## src/rtl/pipe_pkg.sv

```systemverilog
// Shared types for the pipeline hazard unit: scoreboard entry layout,
// forward-select codes and default geometry.
package pipe_pkg;

  localparam int DEF_NREG  = 32;
  localparam int DEF_DEPTH = 3;
  localparam int MAX_RAW   = 8;

  localparam int FWD_RF  = 0;
  localparam int FWD_MEM = 1;
  localparam int FWD_WB  = 2;

  // dest is sized for the largest supported register file and zero-extended
  typedef struct packed {
    logic               valid;
    logic [MAX_RAW-1:0] dest;
    logic               regwrite;
    logic               memread;
  } sb_entry_t;

  function automatic logic is_live(input sb_entry_t e);
    return e.valid && e.regwrite && (e.dest != '0);
  endfunction

endpackage

```

## src/rtl/pipe_fwd_match.sv

```systemverilog
// Youngest-match priority search over the forwardable scoreboard entries;
// entries[0] is EX, so a lower index is a younger producer.
module pipe_fwd_match
  import pipe_pkg::*;
#(
  parameter int DEPTH  = DEF_DEPTH,
  parameter int RAW    = 5,
  parameter int CODE_W = $clog2(DEPTH)
) (
  input  sb_entry_t         entries [DEPTH-1],
  input  logic [RAW-1:0]    src,
  input  logic              en,
  output logic [CODE_W-1:0] code
);

  // Scan oldest to youngest so the youngest live match overwrites the rest
  always_comb begin
    code = CODE_W'(FWD_RF);
    for (int k = DEPTH - 1; k >= 1; k--) begin
      if (en && is_live(entries[k-1]) && (entries[k-1].dest == MAX_RAW'(src))) begin
        code = CODE_W'(k);
      end
    end
  end

endmodule

```

## src/rtl/pipe_hazard_unit.sv

```systemverilog
// Load-use stall, redirect flush and registered operand-forward selects
// for the 5-stage core, driven by a scoreboard of in-flight instructions.
module pipe_hazard_unit
  import pipe_pkg::*;
#(
  parameter int NREG           = DEF_NREG,
  parameter int DEPTH          = DEF_DEPTH,
  parameter int REDIRECT_STAGE = 2,
  parameter int CW             = 16,
  localparam int RAW           = $clog2(NREG),
  localparam int FW            = $clog2(DEPTH)
) (
  input  logic           clk,
  input  logic           res,
  input  logic           id_valid_i,
  input  logic [RAW-1:0] id_rs_i,
  input  logic [RAW-1:0] id_rt_i,
  input  logic           id_uses_rt_i,
  input  logic [RAW-1:0] id_dest_i,
  input  logic           id_regwrite_i,
  input  logic           id_memread_i,
  input  logic           redirect_i,
  output logic           stall_o,
  output logic           flush_o,
  output logic [FW-1:0]  fwd_a_o,
  output logic [FW-1:0]  fwd_b_o,
  output logic [CW-1:0]  stall_cnt_o,
  output logic [CW-1:0]  flush_cnt_o
);

  if (DEPTH < 2 || DEPTH > 6) begin : g_bad_depth
    $error("pipe_hazard_unit: DEPTH must be within 2..6");
  end
  if (REDIRECT_STAGE < 1 || REDIRECT_STAGE > DEPTH - 1) begin : g_bad_redirect
    $error("pipe_hazard_unit: REDIRECT_STAGE must be within 1..DEPTH-1");
  end
  if (RAW > MAX_RAW) begin : g_bad_nreg
    $error("pipe_hazard_unit: NREG exceeds scoreboard dest width");
  end

  sb_entry_t     sb     [1:DEPTH];
  sb_entry_t     search [DEPTH-1];
  sb_entry_t     id_entry;
  logic [FW-1:0] code_a;
  logic [FW-1:0] code_b;
  logic          kill;
  logic          unused_retire;

  always_comb begin
    for (int k = 0; k < DEPTH - 1; k++) begin
      search[k] = sb[k+1];
    end
  end

  // s[DEPTH] only retires; the WB-to-ID case is covered by register-file write-through
  assign unused_retire = is_live(sb[DEPTH]);

  assign id_entry = '{valid:    id_valid_i,
                      dest:     MAX_RAW'(id_dest_i),
                      regwrite: id_regwrite_i,
                      memread:  id_memread_i};

  assign flush_o = redirect_i;
  assign stall_o = id_valid_i && !redirect_i && is_live(sb[1]) && sb[1].memread &&
                   ((sb[1].dest == MAX_RAW'(id_rs_i)) ||
                    (id_uses_rt_i && (sb[1].dest == MAX_RAW'(id_rt_i))));
  assign kill    = stall_o || flush_o || !id_valid_i;

  pipe_fwd_match #(.DEPTH(DEPTH), .RAW(RAW), .CODE_W(FW)) u_match_a (
    .entries (search),
    .src     (id_rs_i),
    .en      (1'b1),
    .code    (code_a)
  );

  pipe_fwd_match #(.DEPTH(DEPTH), .RAW(RAW), .CODE_W(FW)) u_match_b (
    .entries (search),
    .src     (id_rt_i),
    .en      (id_uses_rt_i),
    .code    (code_b)
  );

  // Entries s[2..REDIRECT_STAGE] are younger than the redirecting instruction and die on shift
  always_ff @(posedge clk or posedge res) begin
    if (res) begin
      for (int k = 1; k <= DEPTH; k++) begin
        sb[k] <= '0;
      end
      fwd_a_o     <= '0;
      fwd_b_o     <= '0;
      stall_cnt_o <= '0;
      flush_cnt_o <= '0;
    end else begin
      sb[1] <= (stall_o || flush_o) ? '0 : id_entry;
      for (int k = 2; k <= DEPTH; k++) begin
        sb[k] <= sb[k-1];
        if (redirect_i && (k <= REDIRECT_STAGE)) begin
          sb[k].valid <= 1'b0;
        end
      end
      fwd_a_o <= kill ? FW'(FWD_RF) : code_a;
      fwd_b_o <= kill ? FW'(FWD_RF) : code_b;
      if (flush_o) begin
        if (flush_cnt_o != '1) flush_cnt_o <= flush_cnt_o + 1'b1;
      end else if (stall_o) begin
        if (stall_cnt_o != '1) stall_cnt_o <= stall_cnt_o + 1'b1;
      end
    end
  end

endmodule

```

## config.mk

```make
export PLATFORM = sky130hd
export DESIGN_NAME = pipe_hazard_unit
export DESIGN_NICKNAME = d
export VERILOG_FILES = /design/src/rtl/pipe_pkg.sv /design/src/rtl/pipe_fwd_match.sv /design/src/rtl/pipe_hazard_unit.sv
export SDC_FILE = /design/constraint.sdc
export NUM_CORES = 1
export LEC_CHECK = 0
export ABC_AREA = 0
export ABC_CLOCK_PERIOD_IN_PS = 3370
export BUFFER_PORTS_ARGS = -buffer_cell sky130_fd_sc_hd__buf_2
export CAP_MARGIN = 20
export CORE_MARGIN = 5
export CORE_UTILIZATION = 49
export DETAILED_ROUTE_END_ITERATION = 8
export HOLD_SLACK_MARGIN = 0.03
export PLACE_DENSITY = 0.71
export SLEW_MARGIN = 20
export SYNTH_ARGS = -nofsm -noshare
export SYNTH_HDL_FRONTEND = slang
export SYNTH_HIERARCHICAL = 1
export SYNTH_SLANG_ARGS = --single-unit
export TNS_END_PERCENT = 50
```

## constraint.sdc

```tcl
create_clock -name clk -period 3.37 [get_ports clk]
set_input_delay 0.1685 -clock clk [delete_from_list [all_inputs] [get_ports clk]]
set_output_delay 0.1685 -clock clk [all_outputs]
set_load 0.01 [all_outputs]
```

# Yosys cells after proc, flatten, opt, wreduce, memory -nomap -nowiden
# Cells that the tools add are included.
dict set report totals {
  inputBits 22
  output_inout_bits 38
  ff_bits 57
  wordCells 52
}
dict set report classes {
  mux 8
  eq_ne 6
  addsub 2
  n_reduce_logical 24
  bitwise 1
}
# cell n
set ops {}
lappend ops {{adder 16 x 1 -> 16 bit (second input constant)} 2}
lappend ops {{equality test 8 x 5 -> 1 bit} 4}
lappend ops {{!= test 16 bit (second input constant)} 2}
lappend ops {{nonzero test 8 bit} 2}
lappend ops {{logical AND 1 bit} 15}
lappend ops {{two-way mux 2 bit} 6}
lappend ops {{two-way mux 11 bit} 1}
lappend ops {{logical OR 1 bit} 3}
lappend ops {{AND reduction 3 bit} 1}
lappend ops {{logical NOT 1 bit} 2}
lappend ops {{AND reduction 2 bit} 1}
lappend ops {{two-way mux 1 bit} 1}
lappend ops {{inverter 1 bit} 1}

# Longest topological paths before layout
dict set report depth {
  word_depth 8
  depth_mapped 6
  ltp_nobuf 6
}

# Hierarchy
# Netlist, hierarchy kept.
# module instances cells_each seq_area_each_um2 area_per_inst_um2
set modules_own_cells {}
lappend modules_own_cells {pipe_hazard_unit 1 195 1301.2 2329.7}
lappend modules_own_cells {pipe_fwd_match 2 23 0.0 187.7}

# Worst setup path after synthesis
# No wires, ideal clock.
dict set report synth_timing {
  path_type {flip-flop to flip-flop}
  from {reg sb[25] in the netlist's numbering}
  to {reg stall_cnt_o[15]}
  required_time_ps 3242
  arrival_ps 1747
  slack_ps 1496
  path_buffers 0
  path_stages_with_launch 6
  synth_period_minus_slack_ps 1874
  setup_ps 128
  cell_sequence {dfrtp_1 > or4_4 > o211ai_4 > inv_2 > nand4_1 > mux2_1}
}
dict set report synth_via {
  elab_chain_len 6
  word_cells_on_any_way 10
  classes_between {eq/ne: 2; reduce/logical: 8}
}
# item line
set synth_lines {}
lappend synth_lines {{start, declared} pipe_hazard_unit.sv:41} ;# sb_entry_t sb [1:DEPTH];
lappend synth_lines {{start signal, assigned by index} pipe_hazard_unit.sv:96} ;# sb[k] <= sb[k-1];
lappend synth_lines {{nonzero test 8 bit} pipe_pkg.sv:22} ;# return e.valid && e.regwrite && (e.dest != '0);
lappend synth_lines {{logical AND 1 bit} pipe_pkg.sv:22}
lappend synth_lines {{logical AND 1 bit (2 in series)} pipe_hazard_unit.sv:64} ;# assign stall_o = id_valid_i && !redirect_i && is_live(sb[1]) && sb[1].memread &&
lappend synth_lines {{logical AND 1 bit *} pipe_hazard_unit.sv:64}
lappend synth_lines {{AND reduction 3 bit (no source line) *} --}
lappend synth_lines {{end signal, assigned} pipe_hazard_unit.sv:106} ;# if (stall_cnt_o != '1) stall_cnt_o <= stall_cnt_o + 1'b1;
lappend synth_lines {{end, declared} pipe_hazard_unit.sv:27} ;# output logic [CW-1:0] stall_cnt_o,
# Every way passes the cells marked *; elsewhere a longest branch is shown, timed or not.
# A chain may end at the register's enable or synchronous reset.

# Worst setup path in the final report
dict set report layout_timing {
  from {reg sb[24] in the netlist's numbering}
  to {out stall_o}
}
dict set report layout_via {
  elab_chain_len 5
  word_cells_on_any_way 9
  classes_between {eq/ne: 2; reduce/logical: 7}
}
# item line
set layout_lines {}
lappend layout_lines {{nonzero test 8 bit} pipe_pkg.sv:22}
lappend layout_lines {{logical AND 1 bit} pipe_pkg.sv:22}
lappend layout_lines {{logical AND 1 bit (2 in series)} pipe_hazard_unit.sv:64}
lappend layout_lines {{logical AND 1 bit *} pipe_hazard_unit.sv:64}
lappend layout_lines {{end, declared} pipe_hazard_unit.sv:23} ;# output logic stall_o,
# Marked as above.

==> impl_metrics.yaml <==
worst_setup_path:
  r2r_start: "sb[24]"
  reg2reg_to: "stall_cnt_o[15]"
  critical_path_cell_sequence: "xnor2_1 -> nand3_1 -> o22ai_4 -> and2_2 -> buf_2"
  critPathKind: "reg2out"
  cp_max_fo: 19
  path_delay_family: "flip-flops"
  worst_ep_required_time_ns: 3.20
  crit_path_top_delay_cell: "sky130_fd_sc_hd__dfrtp_1"
  timing.critical_path.buf_inv: 1
  cp-end-kind: "output port"
  worstPathArrival_ns: 2.14
  worstSetupStartpointType: "flop"
  ff2ff_path_depth: 5
  worst_path_largest_cell_delay_ns: 0.62
  ff_to_ff_setup_slack_ns: 1.27
yosys:
  yosysWarningCount: 6
  syn_inst: 240
  netlist_area_mm2: 0.002680
  synth.avg_cell_area_um2: 11.17
floorplanning:
  fp_rows: 27
  core_mm2: 0.005405
  die_width_um: 83.96
  fp.dieArea_mm2: 0.007048
  number_of_i_o_pins: 60
  fp.dieH_um: 83.96
  initial_core_util_pct: 49.58
routing:
  first_pass_drt_iterations: 4
  postRouteAntennaNets: 0
  average_vias_per_placed_instance: 5.151
  detail_route.iter0.violations: 127
  via_count: 2009
  wire_per_inst_um: 13.91
  finalWirelength_mm: 5.425
  post-route-drc-count: 0
sta:
  transition_time_at_the_pin_with_the_least_slew_margin_ns: 0.8452
  timing.final.ws_setup_ns: 1.059
  slew_viol_final: 0
  fin_crit_sh_pct: 68.56
  setup_viol: 0
  unrepaired_setup_endpoints_after_global_routing: "no"
  holdWs_ns: -0.004135
  totalNegativeSetupSlack_ns: 0
  final-hold-violation-count: 2
  slew_headroom_pct: 43.59
  min_period_ns: 2.311
  clock.fmax_mhz: 432.8
  layout_skew_ns: 0.01074
finish:
  most-common-layout-cells: "sky130_fd_sc_hd__buf_2 (59), sky130_fd_sc_hd__dfrtp_1 (51), sky130_fd_sc_hd__xnor2_1 (45)"
  most_common_cell_after_layout_fill_and_taps_aside: "sky130_fd_sc_hd__buf_2"
  drive_above_1_share_pct: 26.73
  num_antenna_cells: 0
  nets: 341
  area_growth_syn_to_layout_pct: 18.81
  final_cell_count_no_fill: 390
grt:
  grt_use_total_pct: 15.74
  vias_in_the_first_global_route: 1956
  pin_count_of_the_biggest_net_entering_global_routing: 52
  globalRouteOverflowTotal: 0
  antenna_found_initial: 0
  grt_pass1_wl_mm: 9.128
place:
  placed_cells_incl_taps: 382
  placement.io_buffers: 59
  detailedPlacementHpwl_mm: 4.138
  dp_worst_setup_slack_ns: 1.313
  gp_congestion: 0.8731
status:
  run_status: "complete, but fails checks"
  failed_checks: "hold timing"
clock_network:
  numCtsBuffers: 5
  post_cts_resized: 0
  clock_tree_from_tritoncts: "yes"
  clkSinkCount: 51
  clock_path_buffers: 2
  cts_hold_repair.buffers: 0
  clock-root-buffer: "sky130_fd_sc_hd__clkbuf_8"
  cts.clk_slew.worst_paths_ns: 0.10
  worstSkewPairLatency_ns: 0.30
  cts.htree.levels: 2
  postCtsSetupBuffers: 0
pwr:
  p_leak_nw: 1.505
  power_density_mw_per_mm2: 411.3
  vdd_ir_drop_max_uv: 413.3
flow_run:
  cap_violations: 0
worst_hold_path:
  worstHoldPathType: "in2async"
## per-stage QoR
step	total power, mW	utilization, %	cell area, µm²
2_1_floorplan	0.8819	-	2733
3_3_place_gp	0.9706	57.27	3095
3_5_place_dp	0.9754	57.27	3095
4_1_cts	1.322	58.89	3183
5_1_grt	1.386	58.91	3184
6_report	1.310	58.91	3184
## layer usage
metal / wire, µm / GRT usage [%] / up-vias
met5: 0 / 0 / -
met4: 83 / 4.532 / 0
met3: 351 / 4.442 / 8
met2: 2553 / 25.74 / 63
met1: 2436 / 20.38 / 945
li1: - / - / 993
## where the power goes
| part | internal [mW] | switching (mW) | total [mW] |
|---|---|---|---|
| registers | 0.660 | 0.0751 | 0.735 |
| logic | 0.113 | 0.116 | 0.229 |
| clock network | 0.146 | 0.200 | 0.347 |
| total | 0.919 | 0.391 | 1.31 |
## worst max path at each step
stage               cells after the start    from  slack, ns               to
floorplan                               5  sb[25]       1.50  stall_cnt_o[15]
global placement                        5  sb[24]       1.40  stall_cnt_o[15]
detailed placement                      5  sb[24]       1.31  stall_cnt_o[15]
CTS                                     5  sb[24]       1.06          stall_o
global route                            5  sb[24]       0.93          stall_o
finish                                  5  sb[24]       1.06          stall_o
## worst reg2reg max path: stages, from the launching register on
cell and delay, ns:
sky130_fd_sc_hd__dfrtp_1 0.62, sky130_fd_sc_hd__xnor2_1 0.18, sky130_fd_sc_hd__nand3_1 0.16, sky130_fd_sc_hd__o22ai_4 0.50, sky130_fd_sc_hd__nand4_1 0.19, sky130_fd_sc_hd__mux2_1 0.35
## area by class of cell
class | count | area (µm²)
fillers | 469 | 2221
multi-input cells | 198 | 1426
flip-flops and latches | 51 | 1276
repair buffers | 59 | 295.3
well taps | 72 | 90.09
clock buffers | 5 | 68.82
clock inverters | 3 | 18.77
inverters | 2 | 8.758
## sequential cells by signal, indices dropped and copies added (netlist names)
signal and flops:
sb 15, stall_cnt_o 16, fwd_a_o 2, flush_cnt_o 16, fwd_b_o 2
Power figures use the tool's default switching activity.
